<file path="config.mk">
export PLATFORM = sky130hd
export DESIGN_NAME = count_ctrl
export DESIGN_NICKNAME = d
export VERILOG_FILES = /design/src/rtl/count_ctrl_pkg.sv /design/src/rtl/count_ctrl_prescaler.sv /design/src/rtl/count_ctrl.sv
export SDC_FILE = /design/constraint.sdc
export NUM_CORES = 1
export LEC_CHECK = 0
export ABC_AREA = 1
export BUFFER_PORTS_ARGS = -buffer_cell sky130_fd_sc_hd__clkbuf_2
export CORE_ASPECT_RATIO = 0.75
export CORE_MARGIN = 5
export CORE_UTILIZATION = 40
export CTS_CLUSTER_DIAMETER = 30
export DETAILED_ROUTE_END_ITERATION = 8
export MAX_ROUTING_LAYER = met4
export PLACE_DENSITY = 0.7
export SYNTH_ARGS = -nofsm -noshare
export SYNTH_HDL_FRONTEND = slang
export SYNTH_SLANG_ARGS = --single-unit
</file>
<file path="constraint.sdc">
create_clock -name clk -period 1.4 [get_ports clk]
set_input_delay 0.14 -clock clk [delete_from_list [all_inputs] [get_ports clk]]
set_output_delay 0.14 -clock clk [all_outputs]
set_load 0.1 [all_outputs]
</file>
<file path="src/rtl/count_ctrl_pkg.sv">
// Shared types and constants for the count_ctrl run controller.
package count_ctrl_pkg;

  localparam int unsigned COUNT_WIDTH_DEF = 4;
  localparam int unsigned PRESCALE_CNT_W  = 8;

  localparam logic MODE_ONESHOT = 1'b0;
  localparam logic MODE_RELOAD  = 1'b1;

  typedef enum logic [1:0] {
    IDLE  = 2'b00,
    RUN   = 2'b01,
    PAUSE = 2'b10,
    DONE  = 2'b11
  } state_e;

endpackage

</file>
<file path="src/rtl/count_ctrl_prescaler.sv">
// Increment prescaler for count_ctrl; only built when COUNT_CTRL_PRESCALE_EN is defined.
// tick is combinational so the counter advances on the same edge the phase wraps.
`ifdef COUNT_CTRL_PRESCALE_EN
module count_ctrl_prescaler
  import count_ctrl_pkg::*;
#(
  parameter int unsigned PRESCALE = 4
) (
  input  logic clk,
  input  logic reset,
  input  logic clr,
  input  logic en,
  output logic tick
);

  localparam int unsigned CW = PRESCALE_CNT_W;

  logic [CW-1:0] cnt_q;
  logic [CW-1:0] cnt_d;

  assign tick = en && (cnt_q == CW'(PRESCALE - 1));

  always_comb begin
    cnt_d = cnt_q;
    if (clr) begin
      cnt_d = '0;
    end else if (en) begin
      cnt_d = tick ? '0 : cnt_q + CW'(1);
    end
  end

  always_ff @(posedge clk) begin
    if (reset) begin
      cnt_q <= '0;
    end else begin
      cnt_q <= cnt_d;
    end
  end

endmodule
`endif

</file>
<file path="src/rtl/count_ctrl.sv">
// Run controller for a WIDTH-bit up-counter: one-shot / auto-reload runs against a latched limit.
// Define COUNT_CTRL_PRESCALE_EN to advance the counter only every PRESCALE RUN cycles.
module count_ctrl
  import count_ctrl_pkg::*;
#(
  parameter int unsigned WIDTH    = COUNT_WIDTH_DEF,
  parameter int unsigned PRESCALE = 4
) (
  input  logic             clk,
  input  logic             reset,
  input  logic             start,
  input  logic             stop,
  input  logic             clear,
  input  logic             mode,
  input  logic [WIDTH-1:0] limit,
  input  logic             done_ack,
  output logic [WIDTH-1:0] count,
  output logic             busy,
  output logic             done,
  output logic             wrap
);

  state_e           state_q, state_d;
  logic [WIDTH-1:0] count_q, count_d;
  logic [WIDTH-1:0] limit_q, limit_d;
  logic             mode_q,  mode_d;
  logic             busy_q,  busy_d;
  logic             done_q,  done_d;
  logic             wrap_q,  wrap_d;
  logic             advance_c;
  logic             inc_c;

  if ((PRESCALE < 2) || (PRESCALE > 255)) begin : g_prescale_range
    $error("count_ctrl: PRESCALE must be within 2..255");
  end

`ifdef COUNT_CTRL_PRESCALE_EN
  logic ps_clr_c;
  logic ps_en_c;

  // Phase restarts on a fresh run; it only moves on edges that act as RUN edges.
  assign ps_clr_c = clear || ((state_q == IDLE) && start);
  assign ps_en_c  = !clear && (((state_q == RUN) && !stop) || ((state_q == PAUSE) && start));

  count_ctrl_prescaler #(
    .PRESCALE (PRESCALE)
  ) u_prescaler (
    .clk   (clk),
    .reset (reset),
    .clr   (ps_clr_c),
    .en    (ps_en_c),
    .tick  (inc_c)
  );
`else
  assign inc_c = 1'b1;
`endif

  // Next-state, counter and output decode.
  always_comb begin
    state_d   = state_q;
    count_d   = count_q;
    limit_d   = limit_q;
    mode_d    = mode_q;
    wrap_d    = 1'b0;
    advance_c = 1'b0;

    if (clear) begin
      state_d = IDLE;
      count_d = '0;
    end else begin
      unique case (state_q)
        IDLE: begin
          if (start) begin
            state_d = RUN;
            count_d = '0;
            limit_d = limit;
            mode_d  = mode;
          end
        end
        RUN: begin
          if (stop) begin
            state_d = PAUSE;
          end else begin
            advance_c = 1'b1;
          end
        end
        PAUSE: begin
          // The resume edge already counts as a RUN edge.
          if (start) begin
            state_d   = RUN;
            advance_c = 1'b1;
          end
        end
        DONE: begin
          if (done_ack) begin
            state_d = IDLE;
          end
        end
        default: state_d = IDLE;
      endcase

      // Terminal compare precedes increment, so the counter never overflows.
      if (advance_c && inc_c) begin
        if (count_q == limit_q) begin
          if (mode_q == MODE_RELOAD) begin
            count_d = '0;
            wrap_d  = 1'b1;
          end else begin
            state_d = DONE;
          end
        end else begin
          count_d = count_q + WIDTH'(1);
        end
      end
    end

    busy_d = (state_d == RUN) || (state_d == PAUSE);
    done_d = (state_d == DONE);
  end

  always_ff @(posedge clk) begin
    if (reset) begin
      state_q <= IDLE;
      count_q <= '0;
      limit_q <= '0;
      mode_q  <= MODE_ONESHOT;
      busy_q  <= 1'b0;
      done_q  <= 1'b0;
      wrap_q  <= 1'b0;
    end else begin
      state_q <= state_d;
      count_q <= count_d;
      limit_q <= limit_d;
      mode_q  <= mode_d;
      busy_q  <= busy_d;
      done_q  <= done_d;
      wrap_q  <= wrap_d;
    end
  end

  assign count = count_q;
  assign busy  = busy_q;
  assign done  = done_q;
  assign wrap  = wrap_q;

endmodule
</file>
==> results of run 1 <==
[cell usage in the layout (no fill, tap or decap), drive strengths merged]
cell      instances
buf              10
a32oi             1
dfxtp            14
nand2            29
ha                6
or2               1
xnor2             1
clkinvlp          1
clkbuf           21
nor3              1
o21ai             7
nand4             1
inv              21
nor2              9
nand3            11
xor2              1
a21oi            15
[repair_timing]
| action | in CTS | in global routing |
|---|---|---|
| pin swaps | 5 | 12 |
| setup endpoints to repair | 11 | 13 |
| setup buffers | 0 | 1 |
| cloned | 0 | 1 |
| resized for setup | 20 | 23 |
| hold endpoints to repair | 0 | 0 |
[flip-flops by register name (all words and copies together), names as in the netlist]
signal / flops
busy: 1
count: 4
done: 1
limit_q: 4
mode_q: 1
state_q: 2
wrap: 1
[layout make-up]
class                      count  share of cell area
timing repair inverter         1             0.00607
tap                           24              0.0243
sequential                    14               0.245
multi-input combinational     83               0.493
clock buffer                   4              0.0293
inverter                      21              0.0698
timing repair buffer          27               0.132
[worst reg2reg max path: stages, from the launching register on]
cell     delay (ps)
dfxtp_4         390
buf_6           100
ha_4            130
nand2_2          40
nand2_1          80
nand2_2          60
inv_2            80
nand4_4          90
a21oi_2         160
ha_1            240
inv_1            50
nor2_1           30
[worst min-delay path by stage]
stage | start | to | slack [ps] | depth (start not counted)
final | reset | done | 40 | 2
after global routing | reset | done | 30 | 2
after CTS | reset | done | 40 | 2
after detailed placement | reset | busy | 350 | 2
after global placement | reset | busy | 340 | 2
after floorplan | reset | busy | 210 | 1
[power groups by stage]
stage	clock network [uW]	registers (uW)	logic (uW)
floorplan	0	432	97.3
global placement	0	421	155
detailed placement	0	422	161
CTS	299	412	175
global route	326	414	218
finish	291	413	204
[per-layer routing]
metal	global-route usage	wire length, um	part of all wire
met1	0.169	1030	0.43
met2	0.222	1190	0.50
met3	0.0591	142	0.060
met4	0.0283	18	0.0075
met5	-	0	0
[stage by stage]
| step | TNS (ps) | util | setup slack [ps] | instances |
|---|---|---|---|---|
| CTS | -120 | 0.575 | -108 | 172 |
| global route | -797 | 0.620 | -212 | 174 |
| finish | -178 | 0.620 | -140 | 174 |
| global placement | -214 | 0.519 | -149 | 168 |
| detailed placement | -742 | 0.519 | -223 | 168 |
| floorplan | -271 | - | -194 | 119 |
[cells by family after synthesis]
family                   synth area share
AO/OA/AOI/OAI                       0.142
XOR/XNOR                           0.0209
adder cells (fa/ha/maj)            0.0897
buffers and inverters              0.0986
flip-flops                          0.335
AND/OR/NAND/NOR                     0.314
==> results.toml, run 1 <==
[floorplan]
floorplan.core_area_um2 = 2000
die_area_um2 = 3120
rows = 14
io_pins = 18
die_y_um = 49.6
initial_utilization = 0.419
dieWidth_um = 62.8

[clock_network]
cts_max_path_buffers = 2
clockRootBuffer = "clkbuf_4"
cts_hold_buf = 0
cts.sinks = 14
cts_tree = "yes"
cts_made_buffers = 3
clk_latency_ps = 290
htree_levels = 1
worst_setup_hold_path_clk_slew_ps = 80

[sta]
setup_ws_ps = -140
max_slew_margin = 0.635
timing.fmax_mhz = 649
drv_slew = 0
whs_ps = 41.3
skew_ps = 4.62
worst_pin_slew_ps = 550
finalCritPeriodShare = 1.10
rsz0062_at_grt = "yes"
setup_viol = 2
hold_viol_final = 0
post-route-min-period_ps = 1540

[critical_path]
worstSetupStartpointType = "flip-flop"
endpoint = "busy"
crit_cells = 11
path_delay_family = "flip-flops"
critPathCaptureType = "flip-flop"
critical_path.most_common_cell = "nand2_2"
cp-startpoint = "state_q[1]"
regToRegEndpoint = "busy"
r2r_cells = 11
critPathArrivalTime_ps = 1730
crit_slowest_cell = "dfxtp_4"
cp_num_buf_inv = 3
path_cells = "buf_6, ha_4, nand2_2, nand2_1, nand2_2, inv_2, nand4_4, a21oi_2, ha_1, inv_1, nor2_1"
crit_path_max_incr_delay_ps = 390
crit_type = "flip-flop to flip-flop"
worstPathRequired_ps = 1590
ff2ff_setup_slack_ps = -140
critPathMaxFanout = 3
r2r-start = "state_q[1]"

[status]
violations = "setup timing"
status = "finished, violations left"

[layout]
syn_to_final_growth_pct = 47.8
fin_area_um2 = 1240
drive_above_1_share = 0.513
fin_nets = 168
regArea_um2 = 303
multi_input_area_um2 = 611
diodes = 0
fill_cells = 180

[place]
io_buffers = 17
hpwl_mm = 1.55
routabilityCongestion = 0.795
post_dp_cell_area_um2 = 1040

[route]
post-route-drc-count = 0
via_per_inst = 5.00
ant_nets = 0
drt-pass1-iter-count = 4
via_count = 870
drt_iter0_markers = 22
detail_route.wl_per_cell_um = 13.7
drt_wl_total_mm = 2.39

[yosys]
synthTopCellsByCount = "26 x nand2_1, 17 x inv_1, 15 x a21oi_1"
yosysSeqAreaShare = 0.335
yosys.area.top_type = "dfxtp_1"
yosysMostFrequentCell = "nand2_1"
async_flop_share = 0
netlist_instances = 119
synth-edff-count = 0
synth-seq-cells = 14
synth_area_um2 = 837
synth_top_area_frac = 0.335
yosysUniqueCellTypes = 21
syn-num-nets = 136
postSynthAreaPerCell_um2 = 7.03
synthTopCellsByArea = "dfxtp_1 33%, nand2_1 12%, a21oi_1 9.0%"
synth_flop_cell = "dfxtp_1"
yosysWarnings = 0

[power_and_ir_drop]
p_sw_frac = 0.303
p_int_uw = 633
power_uw = 908
p_seq_frac = 0.455
p_clk_frac = 0.320
power_density_nw_per_um2 = 734
combPwrFrac = 0.225
worst_ir_drop_vdd_mv = 0.590
p_leak_uw = 0.000551
p_switching_uw = 275

[hold_path]
hp-class = "input pin to flip-flop"

[global_routing]
track_usage = 0.141
grt_pass1_wl_mm = 3.39
grt_pass1_vias = 787
grt_overflow_total = 0
antenna_found_initial = 0
grt_max_degree = 11

[flow_run]
max-cap-violations = 0
Power figures use the tool's default switching activity.
==> run 2, diff against run 1 <==
Settings changed: BUFFER_PORTS_ARGS -buffer_cell sky130_fd_sc_hd__clkbuf_2 to -buffer_cell sky130_fd_sc_hd__buf_2.
==> run 2 against run 1 <==
Against the previous run:
- power is essentially flat
- count of clock-buffer cells in the layout is the same
- sequential share of layout area unchanged
- clock power about the same
- wire length shrank 7.3%
- critical path depth stayed put
- design area did not move
- clock skew increased by 0.59 ps
- setup slack better by 17 ps
- global-route usage is essentially flat
- the flow still finishes with violations (setup timing)
==> results.toml, run 2 (same netlist as run 1, synthesis figures left out) <==
[critical_path]
critPathArrivalTime_ps = 1720
critPathMaxFanout = 3
ff2ff_setup_slack_ps = -120
r2r_cells = 11
crit_type = "flip-flop to flip-flop"
critPathCaptureType = "flip-flop"
regToRegEndpoint = "busy"
worstPathRequired_ps = 1590
r2r-start = "state_q[1]"
worstSetupStartpointType = "flip-flop"

[sta]
max_slew_margin = 0.676
timing.fmax_mhz = 657
worst_pin_slew_ps = 489
post-route-min-period_ps = 1520
drv_slew = 0
setup_viol = 3
finalCritPeriodShare = 1.09
rsz0062_at_grt = "yes"
setup_ws_ps = -123
skew_ps = 5.20
hold_viol_final = 0

[place]
io_buffers = 17
placed_cells = 168
hpwl_mm = 1.53
routabilityCongestion = 0.797

[layout]
layout_commonest_cell = "nand2_1"
mostFrequentLayoutCells = "18 x nand2_1, 17 x buf_2, 13 x inv_1"
diodes = 0
instances_no_fill = 174
utilization = 0.620
syn_to_final_growth_pct = 47.8
fin_nets = 168
drive_above_1_share = 0.513

[power_and_ir_drop]
p_int_uw = 634
p_leak_uw = 0.000550
worst_ir_drop_vdd_mv = 0.546
p_switching_uw = 274
p_sw_frac = 0.302
p_seq_frac = 0.455
p_clk_frac = 0.322
power_density_nw_per_um2 = 734
combPwrFrac = 0.224

[clock_network]
cts_hold_buf = 0
cts_tree = "yes"
worst_setup_hold_path_clk_slew_ps = 80
cts_made_buffers = 3
cts_max_path_buffers = 2
cts.sinks = 14
clockRootBuffer = "clkbuf_4"
clk_latency_ps = 290
htree_levels = 1

[route]
drt-pass1-iter-count = 4
post-route-drc-count = 0
via_count = 864
drt_iter0_markers = 15
drt_wl_total_mm = 2.21
detail_route.wl_per_cell_um = 12.7
ant_nets = 0
via_per_inst = 4.97

[global_routing]
grt_max_degree = 11
antenna_found_initial = 0
grt_pass1_vias = 782
track_usage = 0.141
grt_pass1_wl_mm = 3.44
grt_overflow_total = 0

[floorplan]
die_area_um2 = 3120
rows = 14
dieWidth_um = 62.8
die_y_um = 49.6
initial_utilization = 0.419
io_pins = 18
floorplan.core_area_um2 = 2000

[hold_path]
worstHoldStart = "reset"
hp-class = "input pin to flip-flop"
hold_path_end = "done"
hold_path_depth = 2

[flow_run]
max-cap-violations = 0

[status]
violations = "setup timing"
status = "finished, violations left"
-- run 2: worst max-delay path, cell delays in order (launching register included) --
cell     delay, ps
dfxtp_4        370
inv_4           80
ha_4           160
nand2_2         50
nand2_1         70
nand2_2         60
inv_2           70
nand4_4         90
a21oi_2        150
ha_1           240
inv_1           50
nor2_1          30
-- run 2: what timing repair did --
item                                    CTS  global route
cloned                                    0             1
endpoints found under the setup margin   12            14
setup buffers                             1             0
gates resized for setup                  18            25
pin swaps                                 4            13
-- run 2: area by class of cell --
| type | count | area (um2) |
|---|---|---|
| Fill cell | 168 | 759 |
| Inverter | 21 | 86.3 |
| Timing Repair inverter | 1 | 7.51 |
| Sequential cell | 14 | 303 |
| Tap cell | 24 | 30.0 |
| Clock buffer | 4 | 36.3 |
| Multi-Input combinational cell | 83 | 611 |
| Timing Repair Buffer | 27 | 164 |
-- run 2: worst max-delay path by stage --
stage / from / endpoint / slack, ps / cells after the start
final: state_q[1] / busy / -120 / 11
after global routing: state_q[1] / busy / -230 / 11
after CTS: state_q[0] / busy / -100 / 11
after detailed placement: state_q[1] / busy / -260 / 9
after global placement: state_q[0] / busy / -150 / 9
after floorplan: count[0] / busy / -190 / 9
-- run 2: power by group through the flow --
stage	registers (uW)	logic (uW)	clock network, uW
floorplan	432	97.3	0
global placement	421	155	0
detailed placement	422	161	0
CTS	413	173	304
global route	415	221	332
finish	413	203	292
-- run 2: per-stage QoR --
stage	setup TNS (ps)	power [uW]	worst slack (ps)	instance area (um2)	hold slack [ps]
6_report	-153	908	-123	1240	33.7
5_1_grt	-658	968	-235	1240	24.7
4_1_cts	-243	891	-101	1130	25.9
3_5_place_dp	-865	583	-261	1040	338
3_3_place_gp	-212	576	-148	1040	337
2_1_floorplan	-271	530	-194	857	211
-- run 2: metal layers --
| layer | vias to the layer above | GRT usage | routed length (um) |
|---|---|---|---|
| met2 | 17 | 0.226 | 1070 |
| met4 | 0 | 0.0353 | 23 |
| li1 | 446 | - | - |
| met1 | 397 | 0.170 | 1010 |
| met5 | - | - | 0 |
| met3 | 4 | 0.0477 | 114 |
==> run 3, diff against run 2 <==
Settings changed: CELL_PAD_IN_SITES_DETAIL_PLACEMENT from default to 0, CELL_PAD_IN_SITES_GLOBAL_PLACEMENT from default to 1, CORE_UTILIZATION 40 to 33, PLACE_DENSITY 0.7 to 0.79.
==> run 3 against run 2 <==
Against the previous run:
- the flow still finishes with violations (setup timing)
- clock skew grew 1.0 ps
- fmax shrank 0.87%
- non-clock buffer count up 3
- global-route usage fell by 1.3 points
- power down 5.3%
- utilization down 7.1 points
- wire length fell by 0.41%
- cell count up 7.5%
- combinational power up 4%
- flip-flop and latch count unchanged
- design area rose by 4.9%
- critical endpoint unchanged
- largest cell class unchanged
- largest power group unchanged
==> results.toml, run 3 (same netlist as run 1, synthesis figures left out) <==
[global_routing]
grt_overflow_total = 0
grt_pass1_vias = 813
grt_max_degree = 11
antenna_found_initial = 0
track_usage = 0.128
grt_pass1_wl_mm = 3.37

[power_and_ir_drop]
p_sw_frac = 0.312
power_uw = 860
p_switching_uw = 269
p_seq_frac = 0.479
p_int_uw = 592
power_density_nw_per_um2 = 663
p_leak_uw = 0.000575
worst_ir_drop_vdd_mv = 0.634
p_clk_frac = 0.275
combPwrFrac = 0.246

[floorplan]
floorplan.core_area_um2 = 2360
rows = 15
io_pins = 18
dieWidth_um = 68.2
initial_utilization = 0.354
die_y_um = 53.6
die_area_um2 = 3650

[route]
drt_wl_total_mm = 2.20
post-route-drc-count = 0
detail_route.wl_per_cell_um = 11.8
via_count = 866
drt-pass1-iter-count = 4
drt_iter0_markers = 14
via_per_inst = 4.63
ant_nets = 0

[layout]
drive_above_1_share = 0.542
fill_cells = 241
layout_commonest_cell = "buf_2"
multi_input_area_um2 = 632
mostFrequentLayoutCells = "17 x buf_2, 16 x nand2_1, 13 x inv_1"
syn_to_final_growth_pct = 55.0
regArea_um2 = 303
fin_area_um2 = 1300
fin_nets = 171
diodes = 0

[sta]
finalCritPeriodShare = 1.10
hold_viol_final = 0
finalSetupTns_ps = -305
max_slew_margin = 0.676
whs_ps = 49.7
timing.fmax_mhz = 651
drv_slew = 0
worst_pin_slew_ps = 489
setup_ws_ps = -136
skew_ps = 6.21
setup_viol = 5
post-route-min-period_ps = 1540
rsz0062_at_grt = "yes"

[place]
post_dp_cell_area_um2 = 1050
routabilityCongestion = 0.958
hpwl_mm = 1.53
io_buffers = 17

[clock_network]
cts_made_buffers = 3
clk_latency_ps = 280
worst_setup_hold_path_clk_slew_ps = 70
cts_max_path_buffers = 2
htree_levels = 1
clockRootBuffer = "clkbuf_4"
cts.sinks = 14
cts_tree = "yes"
cts_hold_buf = 0

[flow_run]
max-cap-violations = 0

[critical_path]
critPathMaxFanout = 3
ff2ff_setup_slack_ps = -140
cp-startpoint = "state_q[1]"
crit_path_max_incr_delay_ps = 370
worstSetupStartpointType = "flip-flop"
crit_type = "flip-flop to flip-flop"
crit_slowest_cell = "dfxtp_4"
r2r_cells = 9
critPathArrivalTime_ps = 1720
worstPathRequired_ps = 1580
r2r-start = "state_q[1]"
regToRegEndpoint = "busy"
critPathCaptureType = "flip-flop"
endpoint = "busy"
path_cells = "inv_6, ha_4, inv_2, o21ai_0, o21ai_2, a21oi_2, ha_1, inv_1, nor2_1"

[status]
violations = "setup timing"
status = "finished, violations left"

[hold_path]
hp-class = "input pin to flip-flop"
hold_path_depth = 2
==> run 3: cell count changes in the layout (fill, tap and decap cells not counted), moves of 2 or more <==
cell     before  now
a21oi_2       8    6
a21oi_1       7    9
nand3_1      11    8
o21ai_1       5    3
nand3_2       0    3
nand2_1      18   16
==> run 3: how the worst min path moves through the flow <==
stage / start / endpoint / slack, ps
2_1_floorplan: reset / busy / 210
3_3_place_gp: reset / busy / 340
3_5_place_dp: reset / done / 350
4_1_cts: reset / done / 50
5_1_grt: reset / done / 40
6_report: reset / done / 50
==> run 3: metal layers <==
| layer | up-vias | wire (um) | GRT usage |
|---|---|---|---|
| met5 | - | 0 | - |
| met4 | 0 | 12 | 0.00990 |
| met3 | 2 | 114 | 0.0501 |
| met2 | 22 | 1020 | 0.190 |
| met1 | 388 | 1050 | 0.170 |
| li1 | 454 | - | - |
==> run 3: power groups by stage <==
stage / sequential (uW) / combinational (uW) / clock [uW]
global route: 414 / 233 / 276
detailed placement: 422 / 164 / 0
finish: 412 / 212 / 237
CTS: 411 / 179 / 246
floorplan: 432 / 97.3 / 0
global placement: 421 / 161 / 0
==> run 3: layout make-up <==
type / instances / share of cell area
multi-input combinational: 83 / 0.487
timing repair buffer: 30 / 0.152
clock buffer: 4 / 0.0203
inverter: 21 / 0.0685
tap: 34 / 0.0328
timing repair inverter: 1 / 0.00579
sequential: 14 / 0.233
==> run 3: what timing repair did <==
item,4_1_cts,5_1_grt
cloned,0,1
resized for setup,22,30
buffers inserted,2,3
pin swaps,9,14
setup endpoints to repair,11,12
==> run 3: stage by stage <==
stage	worst slack [ps]	utilization	cells
floorplan	-194	-	119
global placement	-166	0.443	178
detailed placement	-218	0.443	178
CTS	-121	0.496	184
global route	-221	0.549	187
finish	-136	0.549	187
==> run 3: worst max-delay path, delay by kind of cell (launching register included) <==
| kind | cells | cell delay (ps) |
|---|---|---|
| AO/OA/AOI/OAI | 3 | 480 |
| AND/OR/NAND/NOR | 1 | 30 |
| buffers and inverters | 3 | 170 |
| adder cells (fa/ha/maj) | 2 | 370 |
| flip-flops | 1 | 370 |
